[src/rtl/spi_controller.sv]
// rtl/spi_controller.sv - SPI mode-0 master for 16-bit {rw, addr, data} frames
// CIPO passes a 2-flop synchroniser and is captured on every SCLK rising transition.
module spi_controller #(
  parameter int unsigned CLK_DIV = 4,
  parameter int unsigned CS_GAP  = 4
) (
  input  logic       clk,
  input  logic       rst_n,
  input  logic       req_valid,
  output logic       req_ready,
  input  logic       req_rw,
  input  logic [6:0] req_addr,
  input  logic [7:0] req_data,
  output logic       nCS,
  output logic       sclk,
  output logic       COPI,
  input  logic       CIPO,
  output logic       busy,
  output logic       done,
  output logic [7:0] rd_data
);

  typedef enum logic [2:0] {
    S_IDLE,
    S_SETUP,
    S_SHIFT,
    S_HOLD,
    S_GAP
  } state_e;

  localparam logic [7:0] DIV_LAST = 8'(CLK_DIV - 1);
  localparam logic [7:0] GAP_LAST = 8'(CS_GAP - 1);

  state_e      state_q, state_d;
  logic [7:0]  cnt_q, cnt_d;
  logic [4:0]  bit_q, bit_d;
  logic [14:0] shift_q, shift_d;
  logic [7:0]  cap_q, cap_d;
  logic [7:0]  rd_q, rd_d;
  logic        cipo_meta_q, cipo_sync_q;
  logic        ncs_q, ncs_d;
  logic        sclk_q, sclk_d;
  logic        copi_q, copi_d;
  logic        ready_q, ready_d;
  logic        busy_q, busy_d;
  logic        done_q, done_d;
  logic        cnt_end;

  assign cnt_end = (cnt_q == DIV_LAST);

  always_comb begin
    state_d = state_q;
    cnt_d   = cnt_q;
    bit_d   = bit_q;
    shift_d = shift_q;
    cap_d   = cap_q;
    rd_d    = rd_q;
    ncs_d   = ncs_q;
    sclk_d  = sclk_q;
    copi_d  = copi_q;
    done_d  = 1'b0;
    case (state_q)
      S_IDLE: begin
        if (req_valid && ready_q) begin
          state_d = S_SETUP;
          shift_d = {req_addr, req_data};
          copi_d  = req_rw;
          ncs_d   = 1'b0;
          cnt_d   = 8'd0;
          bit_d   = 5'd0;
        end
      end
      S_SETUP: begin
        if (cnt_end) begin
          state_d = S_SHIFT;
          cnt_d   = 8'd0;
          sclk_d  = 1'b1;
          cap_d   = {cap_q[6:0], cipo_sync_q};
        end else begin
          cnt_d = cnt_q + 8'd1;
        end
      end
      S_SHIFT: begin
        if (!cnt_end) begin
          cnt_d = cnt_q + 8'd1;
        end else begin
          cnt_d = 8'd0;
          if (sclk_q) begin
            // Falling edge: present the next bit; zeros trail the last one.
            sclk_d  = 1'b0;
            copi_d  = shift_q[14];
            shift_d = {shift_q[13:0], 1'b0};
          end else if (bit_q == 5'd15) begin
            state_d = S_HOLD;
            copi_d  = 1'b0;
          end else begin
            bit_d  = bit_q + 5'd1;
            sclk_d = 1'b1;
            cap_d  = {cap_q[6:0], cipo_sync_q};
          end
        end
      end
      S_HOLD: begin
        if (cnt_end) begin
          state_d = S_GAP;
          cnt_d   = 8'd0;
          ncs_d   = 1'b1;
          done_d  = 1'b1;
          rd_d    = cap_q;
        end else begin
          cnt_d = cnt_q + 8'd1;
        end
      end
      S_GAP: begin
        if (cnt_q == GAP_LAST) begin
          state_d = S_IDLE;
          cnt_d   = 8'd0;
        end else begin
          cnt_d = cnt_q + 8'd1;
        end
      end
      default: state_d = S_IDLE;
    endcase
    ready_d = (state_d == S_IDLE);
    busy_d  = (state_d != S_IDLE);
  end

  always_ff @(posedge clk or negedge rst_n) begin
    if (!rst_n) begin
      state_q     <= S_IDLE;
      cnt_q       <= 8'd0;
      bit_q       <= 5'd0;
      shift_q     <= 15'd0;
      cap_q       <= 8'd0;
      rd_q        <= 8'd0;
      cipo_meta_q <= 1'b0;
      cipo_sync_q <= 1'b0;
      ncs_q       <= 1'b1;
      sclk_q      <= 1'b0;
      copi_q      <= 1'b0;
      ready_q     <= 1'b0;
      busy_q      <= 1'b0;
      done_q      <= 1'b0;
    end else begin
      state_q     <= state_d;
      cnt_q       <= cnt_d;
      bit_q       <= bit_d;
      shift_q     <= shift_d;
      cap_q       <= cap_d;
      rd_q        <= rd_d;
      cipo_meta_q <= CIPO;
      cipo_sync_q <= cipo_meta_q;
      ncs_q       <= ncs_d;
      sclk_q      <= sclk_d;
      copi_q      <= copi_d;
      ready_q     <= ready_d;
      busy_q      <= busy_d;
      done_q      <= done_d;
    end
  end

  assign req_ready = ready_q;
  assign nCS       = ncs_q;
  assign sclk      = sclk_q;
  assign COPI      = copi_q;
  assign busy      = busy_q;
  assign done      = done_q;
  assign rd_data   = rd_q;

endmodule

[config.mk]
export PLATFORM = sky130hd
export DESIGN_NAME = spi_controller
export DESIGN_NICKNAME = d
export VERILOG_FILES = /design/src/rtl/spi_controller.sv
export SDC_FILE = /design/constraint.sdc
export NUM_CORES = 1
export LEC_CHECK = 0
export ABC_AREA = 0
export BUFFER_PORTS_ARGS = -buffer_cell sky130_fd_sc_hd__buf_2
export CAP_MARGIN = 20
export CORE_ASPECT_RATIO = 0.75
export CORE_MARGIN = 2
export CORE_UTILIZATION = 51
export DETAILED_ROUTE_END_ITERATION = 8
export PLACE_DENSITY = 0.75
export RECOVER_POWER = 50
export SETUP_SLACK_MARGIN = 0.5
export SYNTH_ARGS = -nofsm -noshare
export SYNTH_HDL_FRONTEND = slang
export SYNTH_SLANG_ARGS = --single-unit
[constraint.sdc]
create_clock -name clk -period 2.8 [get_ports clk]
set_clock_uncertainty 0.05 [all_clocks]
set_input_delay 0.28 -clock clk [delete_from_list [all_inputs] [get_ports clk]]
set_output_delay 0.28 -clock clk [all_outputs]
set_load 0.01 [all_outputs]
==> results of run 1 <==
per-layer routing:
| layer | vias to the layer above | global-route usage | share of wire |
|---|---|---|---|
| li1 | 858 | - | - |
| met1 | 890 | 0.267 | 0.49 |
| met2 | 48 | 0.274 | 0.46 |
| met3 | 7 | 0.0412 | 0.041 |
| met4 | 0 | 0.0430 | 0.0090 |
| met5 | - | 0 | 0 |
layout make-up:
type,instances,area (um2),area share
tap,60,75.1,0.0248
multi-input combinational,147,1190,0.395
inverter,4,15.0,0.00496
sequential,55,1380,0.455
clock inverter,3,50.0,0.0165
timing repair buffer,44,244,0.0806
clock buffer,5,68.8,0.0227
synth_stat cells, types with 2 or more instances:
library cell,count,share of area
or4_1,2,0.0058
o21ai_0,5,0.0096
mux2_2,47,0.20
xnor2_1,7,0.024
nand3_1,9,0.017
nor3b_1,2,0.0058
nor2_1,13,0.019
nand4_1,4,0.0096
a21oi_1,5,0.0096
nand2_1,14,0.020
dfrtp_1,54,0.52
nor2b_1,2,0.0048
clkbuf_1,5,0.0072
inv_1,4,0.0058
o211ai_1,2,0.0058
nor3_1,4,0.0077
nor4_1,3,0.0072
ha_1,3,0.014
nand2b_1,2,0.0048
worst reg2reg max path, cell delays in order, from the launching register on:
cell	delay [ps]
dfrtp_1	410
ha_1	210
and3_1	180
ha_1	220
nor4b_2	250
a21oi_1	100
nor3_4	180
buf_12	150
mux2_2	330
where the power goes:
part	switching [W]	leakage, nW	total, W	internal [W]
Sequential	0.00000359	0.723	0.000803	0.000800
Clock	0.000284	0.0607	0.000560	0.000276
Combinational	0.0000207	0.645	0.0000358	0.0000151
Total	0.000308	1.43	0.00140	0.00109
layout by cell type (no fill, tap or decap), types with 2 or more instances in the layout:
master | netlist | final
nor2_1 | 13 | 13
nand4_1 | 4 | 4
nor2b_1 | 2 | 2
nand2b_1 | 2 | 2
nand2_1 | 14 | 14
nor3_1 | 4 | 4
or4_1 | 2 | 2
ha_1 | 3 | 3
a21oi_1 | 5 | 5
clkbuf_1 | 5 | 15
o21ai_0 | 5 | 5
inv_1 | 4 | 4
xnor2_1 | 7 | 7
nand3_1 | 9 | 9
buf_4 | 1 | 9
mux2_2 | 47 | 47
o211ai_1 | 2 | 2
nor3b_1 | 2 | 2
buf_2 | 1 | 18
dfrtp_1 | 54 | 54
clkbuf_8 | 0 | 5
nor4_1 | 3 | 3
per-stage QoR:
stage	hold WS, ps	setup WS (ps)	instances
CTS	8.87	542	313
finish	13.3	599	318
global route	3.21	501	318
detailed placement	217	452	303
floorplan	-65.6	660	215
global placement	216	526	303
flip-flops by register name, indices dropped and copies added, names as in the netlist:
register	flops
cnt_q	8
req_ready	1
state_q	3
nCS	1
bit_q	5
cap_q	8
busy	1
COPI	1
shift_q	15
sclk	1
cipo_sync_q	1
done	1
rd_data	8
cipo_meta_q	1
timing repair:
item / CTS / global route
hold endpoints to repair: 19 / 0
hold buffers: 1 / 0
resized for setup: 1 / 2
setup buffers: 1 / 5
pin swaps: 1 / 4
setup endpoints to repair: 8 / 25
worst max-delay path by stage:
stage | cells after the start | endpoint | startpoint | slack [ps]
2_1_floorplan | 7 | cap_q[0]$_DFFE_PN0P_ | bit_q[0]$_DFFE_PN0P_ | 660
3_3_place_gp | 7 | cap_q[3]$_DFFE_PN0P_ | bit_q[0]$_DFFE_PN0P_ | 530
3_5_place_dp | 7 | cap_q[1]$_DFFE_PN0P_ | bit_q[0]$_DFFE_PN0P_ | 450
4_1_cts | 8 | cap_q[1]$_DFFE_PN0P_ | bit_q[0]$_DFFE_PN0P_ | 540
5_1_grt | 7 | cap_q[1]$_DFFE_PN0P_ | cnt_q[0]$_DFFE_PN0P_ | 500
6_report | 8 | cap_q[4]$_DFFE_PN0P_ | bit_q[0]$_DFFE_PN0P_ | 600
logic make-up after synthesis:
kind of cell,after synthesis,share of synthesized area
compound gates,23,0.0615
xor+xnor,7,0.0236
fa+ha+maj,3,0.0144
buf+inv,13,0.0211
flops,55,0.529
mux,47,0.203
simple gates,67,0.147
==> flow_summary.rst, run 1 <==
.. list-table::
   :header-rows: 1

   * - Metric
     - Value
   * - Post-synthesis average cell area
     - 12.1 um2
   * - Worst EP arrival
     - 2360 ps
   * - Endpoints failing hold
     - 0
   * - Total track usage
     - 0.181
   * - Unrepaired setup endpoints after global routing
     - false
   * - CTS Root Buffer Type
     - clkbuf_8
   * - Half-perimeter wire length after placement
     - 3.21 mm
   * - Diode insertion count for antenna repair
     - 0
   * - Number of nets produced by synthesis
     - 238
   * - Maximum achievable frequency
     - 454 MHz
   * - Netlist Area Pre-Place
     - 2600 um2
   * - Most numerous cell on the critical path
     - ha_1
   * - Overall die height
     - 65.9 um
   * - Total number of H-tree levels
     - 2
   * - Routed length per instance
     - 15.3 um
   * - Clock slew seen by the registers of the worst setup and hold paths
     - 110 ps
   * - Routed wire length
     - 4.87 mm
   * - PD cells
     - 463 nW/um2
   * - Post-Layout Inst Area
     - 3030 um2
   * - Final worst path period share
     - 0.786
   * - Final net count
     - 280
   * - Max-capacitance violation count
     - 0
   * - Critical path startpoint category
     - flop
   * - Share of post-route cells with drive strength above 1
     - 0.357
   * - CP Class
     - reg2reg
   * - Initial Util
     - 0.531
   * - Cells on worst reg2reg path
     - 8
   * - Number of clock sinks
     - 55
   * - Final setup violation count
     - 0
   * - Number of nets still failing antenna checks after routing
     - 0
   * - Worst reg2reg path endpoint
     - cap_q[4]$_DFFE_PN0P_
   * - Delay contributed by the slowest stage of the critical path
     - 410 ps
   * - Port Buffer Count
     - 33
   * - Endpoint type of the worst setup path
     - flop
   * - Maximum VDD drop
     - 0.364 mV
   * - Share of synthesized registers carrying an async set or reset
     - 1.00
   * - Number of distinct standard cells referenced by the synthesized netlist
     - 47
   * - Worst path cell trace
     - ha_1 -> and3_1 -> ha_1 -> nor4b_2 -> a21oi_1 -> nor3_4 -> buf_12 -> mux2_2
   * - Deepest clock path buffer count
     - 2
   * - Slew of the pin with the lowest slew margin
     - 1160 ps
   * - CP required
     - 2960 ps
   * - Number of buffers inserted during clock tree synthesis
     - 5
   * - Minimum clock period after layout
     - 2200 ps
   * - Status
     - completed
   * - Crit path max-delay family
     - simple AND/OR/NAND/NOR gates
   * - Combined buffer and inverter count along the critical path
     - 1
   * - Remaining max-slew budget at the tightest pin
     - 0.225
   * - Number of antenna violations at the first check in global routing
     - 0
   * - Core Rows
     - 22
   * - Clock insertion delay at the later pin of the skew report
     - 310 ps
   * - Maximum fanout along the worst path
     - 9
   * - Maximum number of pins on one net before global-route repair
     - 36
   * - Syn Inst Count
     - 215
   * - Worst min-delay path category
     - in2reg
   * - Most used DFF post-synth
     - dfrtp_1
   * - Fill cell count
     - 396
   * - Endpoint with the worst hold slack
     - cipo_meta_q$_DFF_PN0_
   * - Number of flops mapped to enable cells by yosys
     - 0
   * - Global placement routability congestion
     - 0.812
   * - Iteration-0 DRC count of the detailed router
     - 158
   * - TritonCTS clock tree
     - done
   * - Post-route DRC
     - 0
   * - Setup TNS
     - 0 ps
   * - Worst-path cell with the longest stage delay
     - dfrtp_1
   * - Design Power
     - 0.00140 W
   * - Number of vias per cell after detailed routing
     - 5.67
   * - Cell Area, Placed
     - 2830 um2
   * - Synthesis-stage register bit count
     - 55
   * - Die area
     - 5700 um2
   * - Total gr overflow
     - 0
   * - Leakage power summed over all cells
     - 1.43 nW
   * - Number of global-route vias before repair
     - 1608
   * - Layout-stage area growth over the synthesis result
     - 16.2%
   * - Critical hold path startpoint
     - CIPO
   * - Final number of max-transition violations
     - 0
   * - Global-route wire length before repair
     - 7.96 mm
   * - Final core utilization
     - 0.617
   * - Total number of yosys warnings
     - 0
   * - Vias after detailed routing
     - 1803
   * - Worst hold path cell count
     - 1
   * - Core region area
     - 4900 um2
   * - Slack of the worst reg-to-reg path
     - 600 ps
   * - Num ports
     - 34
   * - Horizontal die dimension
     - 86.5 um
   * - Router iterations before antenna repair
     - 4
   * - Sequential cell area fraction in the yosys report
     - 0.529
   * - Startpoint of the most critical register-to-register path
     - bit_q[0]$_DFFE_PN0P_
Power figures use the tool's default switching activity.
==> run 2: changes to the inputs <==
- PLACE_DENSITY: 0.75 -> 0.78
- clock period: 2.8 -> 1.8 ns (I/O delays scaled with it)
==> run 2 against run 1 <==
  * The flow now finishes with violations (setup timing)
  * Clock-buffer cell count is the same
  * Critical endpoint is now cap_q[0]$_DFFE_PN0P_
  * Global-route usage is 4.8 points higher
  * Power increased by 43%
  * Highest routed layer unchanged
  * Sequential share of layout area shrank 9.5 points
==> flow_summary.rst, run 2 (same netlist as run 1, synthesis figures left out) <==
.. list-table::
   :header-rows: 1

   * - Metric
     - Value
   * - Status
     - complete, but fails checks
   * - Violated checks
     - setup timing
   * - Clock insertion delay at the later pin of the skew report
     - 320 ps
   * - Router iterations before antenna repair
     - 4
   * - Reported net switching power
     - 0.000455 W
   * - Layout-stage area growth over the synthesis result
     - 47.4%
   * - Routed wire length
     - 6.51 mm
   * - Total track usage
     - 0.230
   * - Final setup violation count
     - 43
   * - Total gr overflow
     - 0
   * - Maximum fanout along the worst path
     - 9
   * - Endpoint type of the worst setup path
     - flop
   * - Part of the power in registers
     - 0.623
   * - Number of clock sinks
     - 55
   * - Critical path startpoint category
     - flop
   * - Maximum number of pins on one net before global-route repair
     - 25
   * - Number of global-route vias before repair
     - 2003
   * - Slew of the pin with the lowest slew margin
     - 1080 ps
   * - PD cells
     - 523 nW/um2
   * - Pre-CTS WS
     - -264 ps
   * - Largest register FFs
     - 15
   * - Critical Path Source
     - bit_q[0]$_DFFE_PN0P_
   * - Unrepaired setup endpoints after global routing
     - true
   * - Cells on worst reg2reg path
     - 8
   * - Core region area
     - 4900 um2
   * - Worst reg2reg path endpoint
     - cap_q[0]$_DFFE_PN0P_
   * - Diode insertion count for antenna repair
     - 0
   * - Post-route DRC
     - 0
   * - Number of nets still failing antenna checks after routing
     - 0
   * - Switching portion of total power
     - 0.227
   * - Remaining max-slew budget at the tightest pin
     - 0.278
   * - Vias after detailed routing
     - 2088
   * - Port Buffer Count
     - 33
   * - Core Rows
     - 22
   * - Number of buffers inserted during clock tree synthesis
     - 5
   * - Endpoints failing hold
     - 0
   * - Global placement routability congestion
     - 0.889
   * - Final number of max-transition violations
     - 0
   * - Number of vias per cell after detailed routing
     - 5.58
   * - Die area
     - 5700 um2
   * - Minimum clock period after layout
     - 2060 ps
   * - Slack of the worst reg-to-reg path
     - -260 ps
   * - Highest-count cells in the layout ignoring fill and taps
     - dfrtp_1, buf_4, buf_2
   * - Number of antenna violations at the first check in global routing
     - 0
   * - Most common cell after layout, fill and taps aside
     - dfrtp_1
   * - Worst setup path endpoint
     - cap_q[0]$_DFFE_PN0P_
   * - Global-route wire length before repair
     - 10.1 mm
   * - Register with the most flip-flops
     - shift_q
   * - Leakage power summed over all cells
     - 1.86 nW
   * - CP required
     - 1950 ps
   * - Post-Layout Inst Area
     - 3840 um2
   * - Total number of H-tree levels
     - 2
   * - Maximum VDD drop
     - 0.547 mV
   * - Routed length per instance
     - 17.4 um
   * - Half-perimeter wire length after placement
     - 3.80 mm
   * - Num ports
     - 34
   * - Maximum achievable frequency
     - 484 MHz
   * - Final worst path period share
     - 1.15
   * - Cell Area, Placed
     - 3210 um2
   * - Horizontal die dimension
     - 86.5 um
   * - Comb power frac
     - 0.031
   * - Max-capacitance violation count
     - 0
   * - Final net count
     - 336
   * - Worst-case setup margin in the final layout
     - -264 ps
   * - Clk network pwr share
     - 0.346
   * - TritonCTS clock tree
     - done
   * - Deepest clock path buffer count
     - 2
   * - Share of post-route cells with drive strength above 1
     - 0.627
   * - Clock slew seen by the registers of the worst setup and hold paths
     - 100 ps
   * - Overall die height
     - 65.9 um
   * - Worst EP arrival
     - 2220 ps
   * - Startpoint of the most critical register-to-register path
     - bit_q[0]$_DFFE_PN0P_
   * - Total internal power
     - 0.00155 W
   * - Initial Util
     - 0.531
   * - Worst min-delay path category
     - in2reg
   * - CP Class
     - reg2reg
   * - CTS Root Buffer Type
     - clkbuf_8
   * - Iteration-0 DRC count of the detailed router
     - 92
-- run 2: cell types whose count changed in the layout (fill, tap and decap cells not counted), sizes merged --
| cell | delta |
|---|---|
| buf | +69 |
| bufinv | -1 |
| clkbuf | -14 |
| clkinv | +2 |
| dlygate4sd3 | +1 |
| inv | -1 |
-- run 2: worst min path at each step --
stage / start / endpoint / cells past startpoint
after detailed placement: rst_n / cipo_meta_q$_DFF_PN0_ / 1
after floorplan: rst_n / COPI$_DFFE_PN0P_ / 0
final: req_addr[4] / shift_q[12]$_DFFE_PN0P_ / 3
after global placement: rst_n / cipo_meta_q$_DFF_PN0_ / 1
after CTS: req_addr[4] / shift_q[12]$_DFFE_PN0P_ / 3
after global routing: req_addr[4] / shift_q[12]$_DFFE_PN0P_ / 3
-- run 2: cell type report --
type                    instances  area (um2)
multi-input cells             147        1470
flip-flops and latches         55        1380
fillers                       293        1060
repair buffers                100         800
well taps                      60        75.1
clock buffers                   5        68.8
clock inverters                 3        22.5
inverters                       4        15.0
-- run 2: worst max-delay path: stages, from the launching register on --
cell     delay (ps)
dfrtp_1         400
ha_2            200
and3_4          180
ha_4            160
nor4b_4         260
a21oi_2          70
nor3_4          150
buf_12          150
mux2_2          330
-- run 2: per-stage QoR --
| step | setup TNS, ps | utilization | cells | hold WS, ps | total power [W] |
|---|---|---|---|---|---|
| after global placement | -2300 | 0.656 | 334 | 115 | 0.00133 |
| after CTS | -5160 | 0.750 | 366 | 159 | 0.00203 |
| final | -6540 | 0.783 | 374 | 169 | 0.00201 |
| after global routing | -9740 | 0.783 | 374 | 157 | 0.00209 |
| after floorplan | -5090 | - | 215 | -166 | 0.00128 |
| after detailed placement | -3730 | 0.656 | 334 | 119 | 0.00134 |
-- run 2: routing by layer --
| layer | global-route usage | share of wire |
|---|---|---|
| met2 | 0.369 | 0.49 |
| met5 | 0 | 0 |
| met4 | 0.0527 | 0.012 |
| met1 | 0.328 | 0.46 |
| met3 | 0.0400 | 0.034 |
-- run 2: what timing repair did --
action                                  4_1_cts  5_1_grt
hold buffers                                  2        0
buffers inserted                             20        8
pin swaps                                    15        9
hold endpoints to repair                     20        0
gates cloned                                  2        0
endpoints found under the setup margin       53       53
resized for setup                            49       22
-- run 2: power by group through the flow --
stage	registers (W)	clock network [W]	logic (W)
final	0.00125	0.000695	0.0000614
after global routing	0.00125	0.000770	0.0000699
after CTS	0.00125	0.000717	0.0000662
after detailed placement	0.00127	0	0.0000628
after global placement	0.00127	0	0.0000599
after floorplan	0.00127	0	0.00000892
==> run 3: changes to the inputs <==
- CELL_PAD_IN_SITES_DETAIL_PLACEMENT: unset -> 0
- CELL_PAD_IN_SITES_GLOBAL_PLACEMENT: unset -> 1
- CORE_UTILIZATION: 51 -> 41
- PLACE_DENSITY: 0.78 -> 0.77
==> run 3 against run 2 <==
  * The flow still finishes with violations (setup timing)
  * Global-route usage is 4.7 points lower
  * Final cell count up 4.0%
  * Sequential share of layout area grew 0.72 points
  * Clock-buffer cell count increased by 1
  * Sequential cell count stayed put
  * Utilization fell by 18 points
  * First-iteration DRC count fell by 14%
  * Final area shrank 2.2%
  * Combinational power down 4.1%
  * Fmax decreased by 0.45%
  * Non-clock buffer count is 6 lower
  * Largest cell class unchanged
  * Highest routed layer unchanged
==> flow_summary.rst, run 3 (same netlist as run 1, synthesis figures left out) <==
.. list-table::
   :header-rows: 1

   * - Metric
     - Value
   * - Clock insertion delay at the later pin of the skew report
     - 300 ps
   * - Final worst path period share
     - 1.15
   * - Layout-stage area growth over the synthesis result
     - 44.1%
   * - Deepest clock path buffer count
     - 2
   * - Core region area
     - 6220 um2
   * - Most common cell after layout, fill and taps aside
     - dfrtp_1
   * - Global-route track usage on met3
     - 0.0351
   * - CP Class
     - reg2reg
   * - Vias after detailed routing
     - 1962
   * - Routed wire length
     - 5.78 mm
   * - Global routing met2 resource utilization
     - 0.266
   * - Slew of the pin with the lowest slew margin
     - 737 ps
   * - Max-capacitance violation count
     - 0
   * - Final net count
     - 330
   * - Number of antenna violations at the first check in global routing
     - 0
   * - Fill cell count
     - 516
   * - Design Power
     - 0.00198 W
   * - Final number of max-transition violations
     - 0
   * - Number of global-route vias before repair
     - 1983
   * - Maximum fanout along the worst path
     - 9
   * - Number of clock sinks
     - 55
   * - Met1 Resource Use GR
     - 0.272
   * - CP required
     - 1940 ps
   * - Iteration-0 DRC count of the detailed router
     - 79
   * - CTS Root Buffer Type
     - clkbuf_8
   * - Worst min-delay path category
     - in2reg
   * - Cell Area, Placed
     - 3270 um2
   * - Number of vias per cell after detailed routing
     - 5.04
   * - Unrepaired setup endpoints after global routing
     - true
   * - Critical path startpoint category
     - flop
   * - Total gr overflow
     - 0
   * - Violated checks
     - setup timing
   * - Placed Cells incl. Taps
     - 359
   * - Port Buffer Count
     - 33
   * - Setup TNS
     - -4530 ps
   * - Core Rows
     - 25
   * - Number of buffers inserted during clock tree synthesis
     - 5
   * - Final setup violation count
     - 44
   * - Worst EP arrival
     - 2220 ps
   * - Endpoint type of the worst setup path
     - flop
   * - Endpoints failing hold
     - 0
   * - Horizontal die dimension
     - 96.0 um
   * - Maximum achievable frequency
     - 482 MHz
   * - Post-route DRC
     - 0
   * - Number of nets still failing antenna checks after routing
     - 0
   * - Register with the most flip-flops
     - shift_q
   * - Maximum VDD drop
     - 0.281 mV
   * - Routed length per instance
     - 14.8 um
   * - Minimum clock period after layout
     - 2070 ps
   * - Num ports
     - 34
   * - PD cells
     - 528 nW/um2
   * - Clock slew seen by the registers of the worst setup and hold paths
     - 100 ps
   * - Highest-count cells in the layout ignoring fill and taps
     - dfrtp_1, buf_4, buf_2
   * - Post-Layout Inst Area
     - 3750 um2
   * - Router iterations before antenna repair
     - 4
   * - Share of post-route cells with drive strength above 1
     - 0.588
   * - Total number of H-tree levels
     - 2
   * - Die area
     - 7010 um2
   * - Global route hottest layer
     - met1
   * - Pre-CTS WS
     - -265 ps
   * - Global-route wire length before repair
     - 9.72 mm
   * - Status
     - complete, but fails checks
   * - Maximum number of pins on one net before global-route repair
     - 56
   * - Leakage power summed over all cells
     - 1.82 nW
   * - Worst-case setup margin in the final layout
     - -274 ps
   * - Diode insertion count for antenna repair
     - 0
   * - Count of placed standard cells in the final layout, fillers left out
     - 389
   * - Overall die height
     - 73.0 um
   * - Initial Util
     - 0.418
   * - Largest register FFs
     - 15
   * - Remaining max-slew budget at the tightest pin
     - 0.508
   * - Global placement routability congestion
     - 0.803
   * - Half-perimeter wire length after placement
     - 3.67 mm
   * - Total track usage
     - 0.183
   * - TritonCTS clock tree
     - done
run 3: cell count changes in the layout (fill, tap and decap cells not counted), moves of 3 or more:
cell,change
buf_4,-6
dfrtp_1,+3
dfrtp_2,-3
nor2_1,+3
run 3: path summary, 6_finish.rpt:
path	start	to	slack (ps)	cells after the start
min in group asynchronous	rst_n	rd_data[4]$_DFFE_PN0P_	520	3
setup / recovery	bit_q[0]$_DFFE_PN0P_	cap_q[4]$_DFFE_PN0P_	-270	8
max in group asynchronous	rst_n	sclk$_DFFE_PN0P_	660	3
hold reg to reg	cipo_meta_q$_DFF_PN0_	cipo_sync_q$_DFF_PN0_	310	0
setup reg to reg	bit_q[0]$_DFFE_PN0P_	cap_q[4]$_DFFE_PN0P_	-270	8
hold / removal	req_addr[0]	shift_q[8]$_DFFE_PN0P_	180	3
run 3: layout make-up:
type	count	area (um2)	share of cell area
multi-input combinational	147	1410	0.377
sequential	55	1380	0.368
timing repair buffer	94	758	0.202
tap	81	101	0.0270
clock buffer	6	72.6	0.0193
inverter	4	15.0	0.00400
clock inverter	2	12.5	0.00334
run 3: worst max-delay path, stage by stage, from the launching register on:
cell and delay [ps]:
dfrtp_1 400, ha_2 190, and3_4 180, ha_4 160, nor4b_4 260, a21oi_2 80, nor3_4 160, buf_12 160
mux2_2 330
run 3: what timing repair did:
item	4_1_cts	5_1_grt
setup buffers	14	4
gates resized for setup	35	23
hold endpoints to repair	55	0
cloned	2	0
pin swaps	20	10
setup endpoints to repair	53	54
hold buffers	2	0
run 3: metrics by stage:
step / hold WS, ps / utilization
floorplan: -166 / -
global placement: 148 / 0.525
detailed placement: 151 / 0.525
CTS: 177 / 0.587
global route: 177 / 0.603
finish: 183 / 0.603
run 3: power by group:
part            total, W  switching [W]  internal, W
combinational  0.0000589      0.0000325    0.0000264
sequential       0.00125     0.00000577      0.00124
clock           0.000673       0.000400     0.000273
total            0.00198       0.000438      0.00154
run 3: routing by layer:
metal | wire length, um | part of all wire
met3 | 232 | 0.040
met4 | 107 | 0.019
met5 | 0 | 0
met2 | 2570 | 0.44
met1 | 2870 | 0.50
